===== src/rtl/stream_pool.sv =====
// Streaming per-lane pooling engine: reduces LANES independent elements over a
// window of 1..MAX_WIN beats (max, min or saturating sum), one result per window.
module stream_pool #(
  parameter int DATA_W  = 32,
  parameter int LANES   = 4,
  parameter int MAX_WIN = 16,
  parameter int SIGNED  = 1,
  parameter int CNT_W   = $clog2(MAX_WIN + 1)
) (
  input  logic                    clk,
  input  logic                    rst,
  input  logic [1:0]              cfg_mode,
  input  logic [CNT_W-1:0]        cfg_win,
  input  logic                    in_valid,
  output logic                    in_ready,
  input  logic [LANES*DATA_W-1:0] in_data,
  input  logic                    in_last,
  output logic                    out_valid,
  input  logic                    out_ready,
  output logic [LANES*DATA_W-1:0] out_data,
  output logic [CNT_W-1:0]        out_beats,
  output logic [LANES-1:0]        out_sat
);

  localparam int ACC_W = DATA_W + CNT_W;
  localparam logic [CNT_W-1:0] MAX_WIN_C = CNT_W'(MAX_WIN);

  typedef enum logic [1:0] {
    MODE_MAX = 2'd0,
    MODE_MIN = 2'd1,
    MODE_SUM = 2'd2
  } mode_e;

  // The emit step is the closing edge itself, so only two states are stored.
  typedef enum logic {
    IDLE,
    ACC
  } state_e;

  state_e                         state, state_nxt;
  logic [1:0]                     mode_q, mode_cur;
  logic [CNT_W-1:0]               win_q, win_cur;
  logic [CNT_W-1:0]               cnt_q, cnt_nxt;
  logic [LANES-1:0][ACC_W-1:0]    acc_q, acc_nxt;
  logic [LANES*DATA_W-1:0]        res_data;
  logic [LANES-1:0]               res_sat;
  logic                           first, accept, close;

  function automatic logic [ACC_W-1:0] ext(input logic [DATA_W-1:0] x);
    if (SIGNED != 0) return {{CNT_W{x[DATA_W-1]}}, x};
    else             return {{CNT_W{1'b0}}, x};
  endfunction

  function automatic logic less(input logic [ACC_W-1:0] a, input logic [ACC_W-1:0] b);
    if (SIGNED != 0) return $signed(a) < $signed(b);
    else             return a < b;
  endfunction

  function automatic logic [ACC_W-1:0] reduce(input logic [1:0] mode,
                                              input logic [ACC_W-1:0] acc,
                                              input logic [ACC_W-1:0] x);
    case (mode)
      MODE_SUM: return acc + x;
      MODE_MIN: return less(x, acc) ? x : acc;
      default:  return less(acc, x) ? x : acc;  // max, and reserved mode 3
    endcase
  endfunction

  // Returns {sat, value} with the wide sum clamped into the DATA_W range.
  function automatic logic [DATA_W:0] clamp(input logic [ACC_W-1:0] s);
    logic hi, lo;
    if (SIGNED != 0) begin
      hi = !s[ACC_W-1] &&  (|s[ACC_W-2:DATA_W-1]);
      lo =  s[ACC_W-1] && !(&s[ACC_W-2:DATA_W-1]);
      if (hi)      return {1'b1, 1'b0, {(DATA_W-1){1'b1}}};
      else if (lo) return {1'b1, 1'b1, {(DATA_W-1){1'b0}}};
      else         return {1'b0, s[DATA_W-1:0]};
    end else begin
      hi = |s[ACC_W-1:DATA_W];
      if (hi) return {1'b1, {DATA_W{1'b1}}};
      else    return {1'b0, s[DATA_W-1:0]};
    end
  endfunction

  assign in_ready = !out_valid || out_ready;

  // NOTE: every signal driven here gets a default at the top of the block,
  // so no path leaves it unassigned and no latch is inferred.
  always_comb begin
    state_nxt = state;
    first     = (state == IDLE);
    accept    = in_valid && in_ready;
    mode_cur  = first ? cfg_mode : mode_q;
    win_cur   = win_q;
    if (first) begin
      win_cur = (cfg_win == '0 || cfg_win > MAX_WIN_C) ? MAX_WIN_C : cfg_win;
    end
    cnt_nxt   = first ? CNT_W'(1) : cnt_q + CNT_W'(1);
    close     = accept && (in_last || cnt_nxt >= win_cur);
    acc_nxt   = acc_q;
    res_data  = '0;
    res_sat   = '0;

    for (int k = 0; k < LANES; k++) begin
      if (first) acc_nxt[k] = ext(in_data[k*DATA_W +: DATA_W]);
      else       acc_nxt[k] = reduce(mode_cur, acc_q[k], ext(in_data[k*DATA_W +: DATA_W]));
      if (mode_cur == MODE_SUM) begin
        {res_sat[k], res_data[k*DATA_W +: DATA_W]} = clamp(acc_nxt[k]);
      end else begin
        res_data[k*DATA_W +: DATA_W] = acc_nxt[k][DATA_W-1:0];
      end
    end

    if (accept) state_nxt = close ? IDLE : ACC;
  end

  // NOTE: sequential state uses non-blocking assignments only, so every
  // register samples the pre-edge values regardless of statement order.
  always_ff @(posedge clk or posedge rst) begin
    if (rst) begin
      state     <= IDLE;
      mode_q    <= '0;
      win_q     <= '0;
      cnt_q     <= '0;
      // NOTE: the accumulators are reset too, so an abandoned window can never
      // leak into the next result.
      acc_q     <= '0;
      out_valid <= 1'b0;
      out_data  <= '0;
      out_beats <= '0;
      out_sat   <= '0;
    end else begin
      state <= state_nxt;
      if (accept) begin
        mode_q <= mode_cur;
        win_q  <= win_cur;
        acc_q  <= acc_nxt;
        cnt_q  <= close ? '0 : cnt_nxt;
      end
      if (close) begin
        out_valid <= 1'b1;
        out_data  <= res_data;
        out_beats <= cnt_nxt;
        out_sat   <= res_sat;
      end else if (out_ready) begin
        out_valid <= 1'b0;
      end
    end
  end

endmodule


===== config.mk =====
export PLATFORM = sky130hd
export DESIGN_NAME = stream_pool
export DESIGN_NICKNAME = d
export VERILOG_FILES = /design/src/rtl/stream_pool.sv
export SDC_FILE = /design/constraint.sdc
export NUM_CORES = 2
export LEC_CHECK = 0
export ABC_AREA = 1
export ABC_CLOCK_PERIOD_IN_PS = 10100
export CORE_MARGIN = 4
export CORE_UTILIZATION = 60
export CTS_CLUSTER_SIZE = 24
export DETAILED_ROUTE_END_ITERATION = 12
export PLACE_DENSITY = 0.82
export SLEW_MARGIN = 15
export SYNTH_ARGS = -nofsm -noshare
export SYNTH_HDL_FRONTEND = slang
export SYNTH_SLANG_ARGS = --single-unit

===== constraint.sdc =====
create_clock -name clk -period 10.1 [get_ports clk]
set_input_delay 1.01 -clock clk [delete_from_list [all_inputs] [get_ports clk]]
set_output_delay 1.01 -clock clk [all_outputs]
set_load 0.005 [all_outputs]

==> impl_metrics.json <==
{
  "cts-root-buf": "clkbuf_16",
  "critPathCapture": "out_data[82]",
  "postCtsSetupBuffers": 0,
  "rows": 85,
  "powerDensity_nw_per_um2": 348,
  "final_cell_mix": "nand2_1, a21oi_1, o21ai_0",
  "drc": 0,
  "core_area_um2": 53800,
  "slew_violations": 0,
  "rr_worst_depth": 16,
  "drv_cap": 0,
  "cp.buffers_inverters": 3,
  "wl_met1_um": 48400,
  "postCtsHoldBufs": 0,
  "grt_pass1_wl_um": 178000,
  "routed_wl_um": 112000,
  "cp.required_ns": 10.54,
  "instances_no_fill": 6213,
  "syn_avg_cell_area_um2": 6.07,
  "holdCritPathClass": "reg2reg",
  "reg2reg_slack_ns": 4.30,
  "nets": 5929,
  "die_x_um": 241,
  "p_leak_nw": 18.0,
  "crit_path_end_kind": "flop",
  "crit_top_cell": "nand2_1",
  "tns_ns": 0,
  "top_layer_used": "met5",
  "drtPass1Iterations": 6,
  "fmax_mhz": 161,
  "initial_core_util": 0.606,
  "final_hold_viol_count": 0,
  "final.setup_skew_ns": 0.0220,
  "synth.yosys.seq_area_share": 0.229,
  "cp.arrival_ns": 6.64,
  "startpoint_type": "primary input",
  "wl_per_cell_um": 18.0,
  "htreeDepth": 2,
  "syn2layout_area_growth_pct": 12.7,
  "crit_path_cell_trace": "clkdlybuf4s50_1 -> inv_1 -> ha_1 -> a21oi_1 -> o21ai_0 -> nor2_1 -> nand2_1 -> nor2_1 -> nand3_2 -> nand3_4 -> nand2_1 -> nand2_1 -> nand2_1 -> nand2_1 -> nand2_1 -> nand2_1 -> nand2_1 -> nand2_1 -> nor2_1 -> a21oi_2 -> buf_4 -> a21oi_1",
  "period_needed_ns": 6.20,
  "cts_resized": 0,
  "routed_via_density": 5.93,
  "hpwl_um": 80400,
  "relSlewSlack": 0.262,
  "grtUsageTotal": 0.372,
  "syn_inst": 5377,
  "cts_tree": "yes",
  "clk_latency_ns": 0.58,
  "slowest_delay_ns": 0.95,
  "run_status": "complete, no violations",
  "antenna_found_initial": 8,
  "grt_setup_unrepaired": "no",
  "worst-path-stages": 22,
  "die-area_um2": 58200,
  "cts_buffers": 35,
  "grt_overflow_total": 0,
  "grt_max_degree": 139,
  "worst_slew_pin_slew_ns": 1.11,
  "first_global_vias": 34200,
  "ios": 279,
  "gp_congestion": 1.05,
  "dp_cells": 6143,
  "synth.distinct_cells": 50,
  "io_buffers": 278,
  "drt_iter0_drc": 3600,
  "die-height_um": 241,
  "cp_top_family": "simple AND/OR/NAND/NOR gates",
  "ir_worst_vdd_v": 0.000317,
  "clock_path_buffers": 3,
  "fin_crit_sh": 0.614,
  "cts_sinks": 299,
  "critPathMaxFanout": 68,
  "worst_path_max_delay_cell": "nand3_4",
  "final-setup-viol-count": 0,
  "wl_met3_um": 10200,
  "r2r_end": "out_data[82]",
  "ys_seq_elements": 299,
  "via_count": 36800,
  "r2r_start": "state",
  "clk_pin_slew_ns": 0.06,
  "final_common_cell": "nand2_1",
  "postRouteAntennaNets": 0,
  "met2WireLength_um": 49400,
  "startpoint": "in_data[95]",
  "syn-cell-area_um2": 32600,
  "ys_warn_count": 0,
  "drive_gt1_frac": 0.0281,
  "synth_nets": 5822,
  "worstSetupPathType": "in2reg"
}
## metrics by stage
| stage | utilization | area, um2 | setup slack [ns] | hold slack (ns) | power [mW] |
|---|---|---|---|---|---|
| after floorplan | - | 32600 | 0.829 | 0.446 | 8.41 |
| after global placement | 0.660 | 35500 | 3.67 | 0.458 | 10.9 |
| after detailed placement | 0.660 | 35500 | 3.49 | 0.475 | 11.1 |
| after CTS | 0.683 | 36700 | 4.10 | 0.490 | 12.6 |
| after global routing | 0.683 | 36800 | 3.43 | 0.504 | 14.0 |
| final | 0.683 | 36800 | 3.90 | 0.492 | 12.8 |
## per-layer routing
| layer | vias to the layer above | GRT usage |
|---|---|---|
| met4 | 4 | 0.126 |
| li1 | 17900 | - |
| met2 | 1624 | 0.593 |
| met3 | 249 | 0.0665 |
| met1 | 17100 | 0.514 |
| met5 | - | 0 |
## synthesized netlist by cell type (all sizes together)
cell,instances,area [um2]
nand2,1200,4550
a21oi,774,3890
o21ai,721,3610
inv,676,2540
nor2,643,2420
ha,301,3770
dfrtp,299,7480
nand3,204,1070
clkbuf,145,544
buf,91,490
nor3,58,305
o211ai,50,375
o21bai,36,282
nand4,33,228
a21o,22,165
or2,21,131
o22ai,20,125
xor2,16,140
a21boi,10,75.1
o21a,10,75.1
a31oi,8,50.1
nor4,8,50.1
o31ai,7,52.6
and3,5,31.3
fa,4,80.1
nand3b,4,30.0
a221oi,3,26.3
clkinv,2,7.51
o32ai,2,17.5
a211o,1,8.76
a211oi,1,7.51
and2,1,6.26
xnor2,1,8.76
## worst register-to-register path, cell delays in order, from the launching register on
cell and delay (ns):
dfrtp_4 0.85, inv_4 0.29, or2_2 0.35, o21ai_0 0.22, ha_4 0.50, clkinv_2 0.80, buf_4 0.64, a21oi_1 0.26
o21ai_0 0.17, nand3_1 0.10, nand2_1 0.06, nand2_1 0.09, nand2_1 0.09, o21ai_2 0.62, buf_4 0.40, nand2_1 0.08
a21oi_1 0.16
## final cells by class
class,count,area [um2]
multi-input combinational,4164,21600
fill,4962,17100
sequential,299,7490
timing repair buffer,306,3010
inverter,678,2570
clock buffer,50,1040
tap,696,871
clock inverter,13,179
antenna,7,17.5
## cell families after synthesis
family          count (synthesis)  share of synthesized area
fa+ha+maj                     305                      0.118
compound gates               1665                      0.268
xor+xnor                       17                    0.00456
simple gates                 2177                      0.270
buf+inv                       914                      0.110
flops                         299                      0.229
## sequential cells by signal, summed over array words and instances (netlist names)
signal     flops
out_data     128
out_sat        4
cnt_q          5
mode_q         2
out_valid      1
state          1
out_beats      5
acc_q        148
win_q          5
## how the worst min path moves through the flow
stage,startpoint,endpoint,cells past startpoint
2_1_floorplan,mode_q[0],mode_q[0],2
3_3_place_gp,mode_q[1],mode_q[1],2
3_5_place_dp,win_q[2],win_q[2],2
4_1_cts,mode_q[0],mode_q[0],2
5_1_grt,out_beats[1],out_beats[1],2
6_report,mode_q[0],mode_q[0],2
## power breakdown
group	internal (mW)	leakage [nW]	switching [mW]
combinational	3.02	13.9	6.01
clock	0.825	0.603	0.567
sequential	1.77	3.51	0.580
(Power assumes the default switching activity.)
